**config.mk**
```make
export PLATFORM = sky130hd
export DESIGN_NAME = ama_riscv_id_ex_stage
export DESIGN_NICKNAME = d
export VERILOG_FILES = /design/src/rtl/ama_riscv_id_ex_stage_pkg.sv /design/src/rtl/ama_riscv_load_use_detect.sv /design/src/rtl/ama_riscv_id_ex_stage.sv
export SDC_FILE = /design/constraint.sdc
export NUM_CORES = 1
export LEC_CHECK = 0
export ABC_CLOCK_PERIOD_IN_PS = 3800
export BUFFER_PORTS_ARGS = -buffer_cell sky130_fd_sc_hd__buf_4
export CAP_MARGIN = 25
export CORE_MARGIN = 10
export CORE_UTILIZATION = 54
export CTS_CLUSTER_SIZE = 8
export DETAILED_ROUTE_END_ITERATION = 12
export PLACE_DENSITY = 0.9
export SYNTH_ARGS = -nofsm -noshare
export SYNTH_HDL_FRONTEND = slang
export SYNTH_SLANG_ARGS = --single-unit
```
**constraint.sdc**
```tcl
create_clock -name clk -period 3.8 [get_ports clk]
set_clock_uncertainty 0.2 [all_clocks]
set_input_delay 0.38 -clock clk [delete_from_list [all_inputs] [get_ports clk]]
set_output_delay 0.38 -clock clk [all_outputs]
set_load 0.1 [all_outputs]
```
**src/rtl/ama_riscv_id_ex_stage_pkg.sv**
```systemverilog
// Shared constants, FSM encoding and index helpers for the ID/EX pipeline stage.
// Imported by the stage top and by the load-use detector.
package ama_riscv_id_ex_stage_pkg;

  localparam int XLEN_DEF     = 32;
  localparam int ALU_OP_W_DEF = 4;
  localparam int REG_IDX_W    = 6;

  localparam logic [REG_IDX_W-1:0] RF_X0_ZERO = 6'd0;

  localparam logic [1:0] ALU_A_SEL_FWD_NONE = 2'd0;
  localparam logic [1:0] ALU_B_SEL_FWD_NONE = 2'd0;

  typedef enum logic {
    ID_EX_FSM_RUN = 1'b0,
    ID_EX_FSM_LU  = 1'b1
  } id_ex_fsm_e;

  // True when a source index names the same, non-x0, register as a destination
  function automatic logic idx_match(input logic [REG_IDX_W-1:0] src,
                                     input logic [REG_IDX_W-1:0] dst);
    return (src == dst) && (dst != RF_X0_ZERO);
  endfunction

endpackage

```
**src/rtl/ama_riscv_load_use_detect.sv**
```systemverilog
// Combinational load-use hazard compare between the load in EX and the ID sources.
// Kept separate so the WB-forwarding path can reuse the same compare.
module ama_riscv_load_use_detect
  import ama_riscv_id_ex_stage_pkg::*;
(
  input  logic                 valid_ex,
  input  logic                 load_inst_ex,
  input  logic                 reg_we_ex,
  input  logic [REG_IDX_W-1:0] rd_ex,
  input  logic [REG_IDX_W-1:0] rs1_id,
  input  logic [REG_IDX_W-1:0] rs2_id,
  output logic                 lu_hzd
);

  logic ex_is_load_wr_s;

  assign ex_is_load_wr_s = valid_ex & load_inst_ex & reg_we_ex;
  // x0 loads never stall since idx_match excludes rd == x0
  assign lu_hzd = ex_is_load_wr_s &
                  (idx_match(rs1_id, rd_ex) | idx_match(rs2_id, rd_ex));

endmodule

```
**src/rtl/ama_riscv_id_ex_stage.sv**
```systemverilog
// ID/EX pipeline register with load-use stall/bubble control and branch/jump flush.
// stall_if_id is combinational from the FSM state and the hazard compare.
module ama_riscv_id_ex_stage
  import ama_riscv_id_ex_stage_pkg::*;
#(
  parameter int XLEN     = XLEN_DEF,
  parameter int ALU_OP_W = ALU_OP_W_DEF
) (
  input  logic                 clk,
  input  logic                 rst_n,
  input  logic                 flush,
  input  logic [XLEN-1:0]      pc_id,
  input  logic [XLEN-1:0]      rs1_data_id,
  input  logic [XLEN-1:0]      rs2_data_id,
  input  logic [XLEN-1:0]      imm_id,
  input  logic [REG_IDX_W-1:0] rs1_id,
  input  logic [REG_IDX_W-1:0] rs2_id,
  input  logic [REG_IDX_W-1:0] rd_id,
  input  logic                 reg_we_id,
  input  logic                 load_inst_id,
  input  logic                 store_inst_id,
  input  logic                 branch_inst_id,
  input  logic [ALU_OP_W-1:0]  alu_op_id,
  input  logic [1:0]           alu_a_sel_fwd,
  input  logic [1:0]           alu_b_sel_fwd,
  input  logic                 bc_a_sel_fwd,
  input  logic                 bcs_b_sel_fwd,
  output logic [XLEN-1:0]      pc_ex,
  output logic [XLEN-1:0]      rs1_data_ex,
  output logic [XLEN-1:0]      rs2_data_ex,
  output logic [XLEN-1:0]      imm_ex,
  output logic [REG_IDX_W-1:0] rd_ex,
  output logic                 reg_we_ex,
  output logic                 load_inst_ex,
  output logic                 store_inst_ex,
  output logic                 branch_inst_ex,
  output logic [ALU_OP_W-1:0]  alu_op_ex,
  output logic [1:0]           alu_a_sel_fwd_ex,
  output logic [1:0]           alu_b_sel_fwd_ex,
  output logic                 bc_a_sel_fwd_ex,
  output logic                 bcs_b_sel_fwd_ex,
  output logic                 valid_ex,
  output logic                 stall_if_id
);

  id_ex_fsm_e state_r;
  id_ex_fsm_e state_nxt_s;
  logic       lu_hzd_s;
  logic       bubble_s;

  ama_riscv_load_use_detect u_load_use_detect (
    .valid_ex     (valid_ex),
    .load_inst_ex (load_inst_ex),
    .reg_we_ex    (reg_we_ex),
    .rd_ex        (rd_ex),
    .rs1_id       (rs1_id),
    .rs2_id       (rs2_id),
    .lu_hzd       (lu_hzd_s)
  );

  // Next-state, stall and bubble decision; flush outranks the load-use stall
  always_comb begin
    state_nxt_s = state_r;
    stall_if_id = 1'b0;
    bubble_s    = 1'b0;
    case (state_r)
      ID_EX_FSM_RUN: begin
        if (flush) begin
          bubble_s    = 1'b1;
          state_nxt_s = ID_EX_FSM_RUN;
        end else if (lu_hzd_s) begin
          bubble_s    = 1'b1;
          stall_if_id = 1'b1;
          state_nxt_s = ID_EX_FSM_LU;
        end else begin
          bubble_s    = 1'b0;
          state_nxt_s = ID_EX_FSM_RUN;
        end
      end
      ID_EX_FSM_LU: begin
        state_nxt_s = ID_EX_FSM_RUN;
        if (flush) begin
          bubble_s = 1'b1;
        end else begin
          bubble_s = 1'b0;
        end
      end
      default: begin
        state_nxt_s = ID_EX_FSM_RUN;
        bubble_s    = 1'b1;
      end
    endcase
  end

  // FSM state register
  always_ff @(posedge clk or negedge rst_n) begin
    if (!rst_n) begin
      state_r <= ID_EX_FSM_RUN;
    end else begin
      state_r <= state_nxt_s;
    end
  end

  // Control group: cleared on a bubble so nothing downstream acts on it
  always_ff @(posedge clk or negedge rst_n) begin
    if (!rst_n) begin
      rd_ex          <= RF_X0_ZERO;
      reg_we_ex      <= 1'b0;
      load_inst_ex   <= 1'b0;
      store_inst_ex  <= 1'b0;
      branch_inst_ex <= 1'b0;
      valid_ex       <= 1'b0;
    end else if (bubble_s) begin
      rd_ex          <= RF_X0_ZERO;
      reg_we_ex      <= 1'b0;
      load_inst_ex   <= 1'b0;
      store_inst_ex  <= 1'b0;
      branch_inst_ex <= 1'b0;
      valid_ex       <= 1'b0;
    end else begin
      rd_ex          <= rd_id;
      reg_we_ex      <= reg_we_id;
      load_inst_ex   <= load_inst_id;
      store_inst_ex  <= store_inst_id;
      branch_inst_ex <= branch_inst_id;
      valid_ex       <= 1'b1;
    end
  end

  // Forwarding-select group: a bubble selects the plain register-file path
  always_ff @(posedge clk or negedge rst_n) begin
    if (!rst_n) begin
      alu_a_sel_fwd_ex <= ALU_A_SEL_FWD_NONE;
      alu_b_sel_fwd_ex <= ALU_B_SEL_FWD_NONE;
      bc_a_sel_fwd_ex  <= 1'b0;
      bcs_b_sel_fwd_ex <= 1'b0;
    end else if (bubble_s) begin
      alu_a_sel_fwd_ex <= ALU_A_SEL_FWD_NONE;
      alu_b_sel_fwd_ex <= ALU_B_SEL_FWD_NONE;
      bc_a_sel_fwd_ex  <= 1'b0;
      bcs_b_sel_fwd_ex <= 1'b0;
    end else begin
      alu_a_sel_fwd_ex <= alu_a_sel_fwd;
      alu_b_sel_fwd_ex <= alu_b_sel_fwd;
      bc_a_sel_fwd_ex  <= bc_a_sel_fwd;
      bcs_b_sel_fwd_ex <= bcs_b_sel_fwd;
    end
  end

  // Data group: meaningless in a bubble, so it simply holds to save toggling
  always_ff @(posedge clk or negedge rst_n) begin
    if (!rst_n) begin
      pc_ex       <= {XLEN{1'b0}};
      rs1_data_ex <= {XLEN{1'b0}};
      rs2_data_ex <= {XLEN{1'b0}};
      imm_ex      <= {XLEN{1'b0}};
      alu_op_ex   <= {ALU_OP_W{1'b0}};
    end else if (!bubble_s) begin
      pc_ex       <= pc_id;
      rs1_data_ex <= rs1_data_id;
      rs2_data_ex <= rs2_data_id;
      imm_ex      <= imm_id;
      alu_op_ex   <= alu_op_id;
    end
  end

endmodule

```
==> run metrics <==
status finished, final reports clean; CP bufs+invs 1; Max stage delay on crit path 430 ps; Max Clk Rate 371.1 MHz; layout cell share with drive strength beyond 1 29.56%; crit path max fanout 4; Top Layer Used met4; r2r startpoint rd_ex[2]; most frequent cells in the layout buf_4 (322), dfrtp_1 (150); TritonRoute pass-1 iters 6; global route overflow 0; P per Cell Area 499.4 nW/um^2; Wirelength per Cell 22.72 um; Clock transition at path regs 60 ps; first-pass GRT wire length 52,310 um; Synth Area in Compound Gates 36.12%; Req. time, crit path 3220 ps; hold depth 3; area delta synth->final 34.82%; CP delay by family, top flip-flops; Final Hold Viols 0; M1 WL 12,610 um; library cells used by synthesis 23; Skew-Pair Late Insertion Delay 430 ps; Root Driver clkbuf_16; Final Total Pwr 6.138 mW; sequential share of the synthesized area 41.17%; Worst R2R Setup Slack 1190 ps; Syn Nets 1,165; Max-cap violations 0; RR Endpoint bc_a_sel_fwd_ex; Post-Synth XOR/XNOR Area 1.153%; Core Region 16,580 um^2; post-route minimum period 2694 ps; TritonCTS buffer count 17; met3 WL 3182 um; Worst Tran Pin Value 887.4 ps; final instance area 12,290 um^2; crit share post-route 70.90%; Pleak 4.755 nW; antenna violations before repair 1; RSZ-0062 raised after global routing no; Sink Count 150; Via density 6.703; floorplan row count 47; Worst VDD drop 0.0003496 V; max-slew violations 0; worst min-delay path startpoint rd_id[1]; Post-route DRC 0; Die ar. 22,480 um^2; RD Place Congestion 0.8283; dpl ws 1290 ps; FF+latch count, synth 150; Arrival @ worst endpoint 2110 ps; fillers 1,173; vias in the first global route 9,566; Avg Inst Size Synth 9.099 um^2; Die H 149.9 um; final worst setup slack 1106 ps; Clock Path Buffers 2; port buffer count 312; met2 wire length 16,110 um; warnings from Yosys 0; HPWL Detailed 20,680 um; via count 9,827; Die X-Extent 149.9 um; GRT Total Usage 28.32%; Startpoint Class flip-flop; Cell Area, Synth 9117 um^2; Critical-path top delay cell dfrtp_1; Iteration-0 DRC Markers 1,184; antenna-violating nets left 0; Crit Path Class reg2out; adder-cell area share of the yosys netlist 0%; post-CTS sizing 0; reg2reg path depth 6; fin util 74.12%; largest net degree at the start of global routing 136; Hold Path Class in2reg; Initial Utilization 54.98%; largest family of logic cells by synthesized area compound AO/OA/AOI/OAI gates; Hold EP rd_ex[1]; Critical Path End Type primary output; H-tree depth 4; Post-Route WL 33,310 um; max_slew headroom 40.84%; area post-placement 11,480 um^2; cells along the critical path xnor2_1 > nand4_1 > o22a_4 > nor3_2 > buf_4; simple-gate share of the synthesized area 15.05%; CTS tree built; Mapped Cells 1,002; I/O Pins 313; Final TNS setup 0 ps; Final Net Count 1,395; mux cell area share after synthesis 0%; Finish-stage setup viols 0; most common cell after layout, fill and taps aside buf_4
power breakdown:
| part | total [mW] | leakage (nW) | switching (mW) | internal (mW) |
|---|---|---|---|---|
| clock | 1.90 | 0.320 | 0.698 | 1.20 |
| combinational | 2.33 | 2.73 | 1.77 | 0.558 |
| sequential | 1.91 | 1.71 | 0.147 | 1.76 |
| total | 6.14 | 4.75 | 2.62 | 3.52 |
layout make-up:
type	instances	area, um^2	share of cell area, %
tap	220	275.3	2.239
multi-input combinational	702	4832	39.31
timing repair buffer	345	2713	22.07
inverter	16	60.06	0.4886
sequential	150	3754	30.54
antenna	1	2.502	0.02036
clock buffer	20	456.7	3.715
clock inverter	12	198.9	1.618
tightest hold or removal path, stage by stage:
cell and delay (ps):
buf_4 110, inv_1 70, a211oi_1 60
cell families (layout without fill, tap and decap cells):
family          count (synthesis)  count (layout)
compound gates                417             417
simple gates                  273             273
flops                         150             150
buf+inv                       150             393
xor+xnor                       12              12
other cells                     0               1
sequential cells by signal, indices dropped and copies added, names as in the netlist, 2 cells and up:
| signal | cells |
|---|---|
| imm_ex | 32 |
| alu_b_sel_fwd_ex | 2 |
| rs2_data_ex | 32 |
| rs1_data_ex | 32 |
| rd_ex | 6 |
| alu_op_ex | 4 |
| pc_ex | 32 |
| alu_a_sel_fwd_ex | 2 |
synthesized netlist by cell type (all sizes together):
master,count,share of area [%]
a31o,1,0.096
a31oi,1,0.069
o22a,1,0.096
xnor2,12,1.2
nor2b,132,9.1
a211oi,16,1.3
a22oi,132,11
a21oi,1,0.055
buf,28,1.5
dfrtp,150,41
inv,16,0.66
nor3,1,0.055
nand2,134,5.5
o221ai,132,13
nand4b,1,0.096
nor2,3,0.12
o211ai,132,11
nand4,2,0.21
clkbuf,106,4.4
o22ai,1,0.069
layer usage:
layer  global-route usage (%)  vias to the layer above
met4                    13.36                        0
met2                    44.18                      636
li1                         -                     4333
met1                    36.34                     4772
met5                        0                        -
met3                    6.824                       86
how the worst max path moves through the flow:
stage               startpoint             to  slack, ps  depth (start not counted)
finish                rd_ex[1]    stall_if_id       1110                          5
global route          rd_ex[4]    stall_if_id        990                          5
CTS                   rd_ex[5]    stall_if_id       1100                          5
detailed placement   rs1_id[0]  store_inst_ex       1290                          7
global placement     rs1_id[0]       rd_ex[0]       1030                          6
floorplan             rd_ex[1]    stall_if_id         40                          6
metrics by stage:
step	instances	hold WS [ps]
4_1_cts	1465	0.7654
3_5_place_dp	1418	280.6
3_3_place_gp	1417	284.0
6_report	1466	27.29
2_1_floorplan	1002	-115.6
5_1_grt	1466	17.75
repair_timing:
action	in CTS	in global routing
buffers inserted	0	0
hold endpoints to repair	95	0
hold buffers	15	0
No activity file was read; power rests on OpenSTA's default activity.
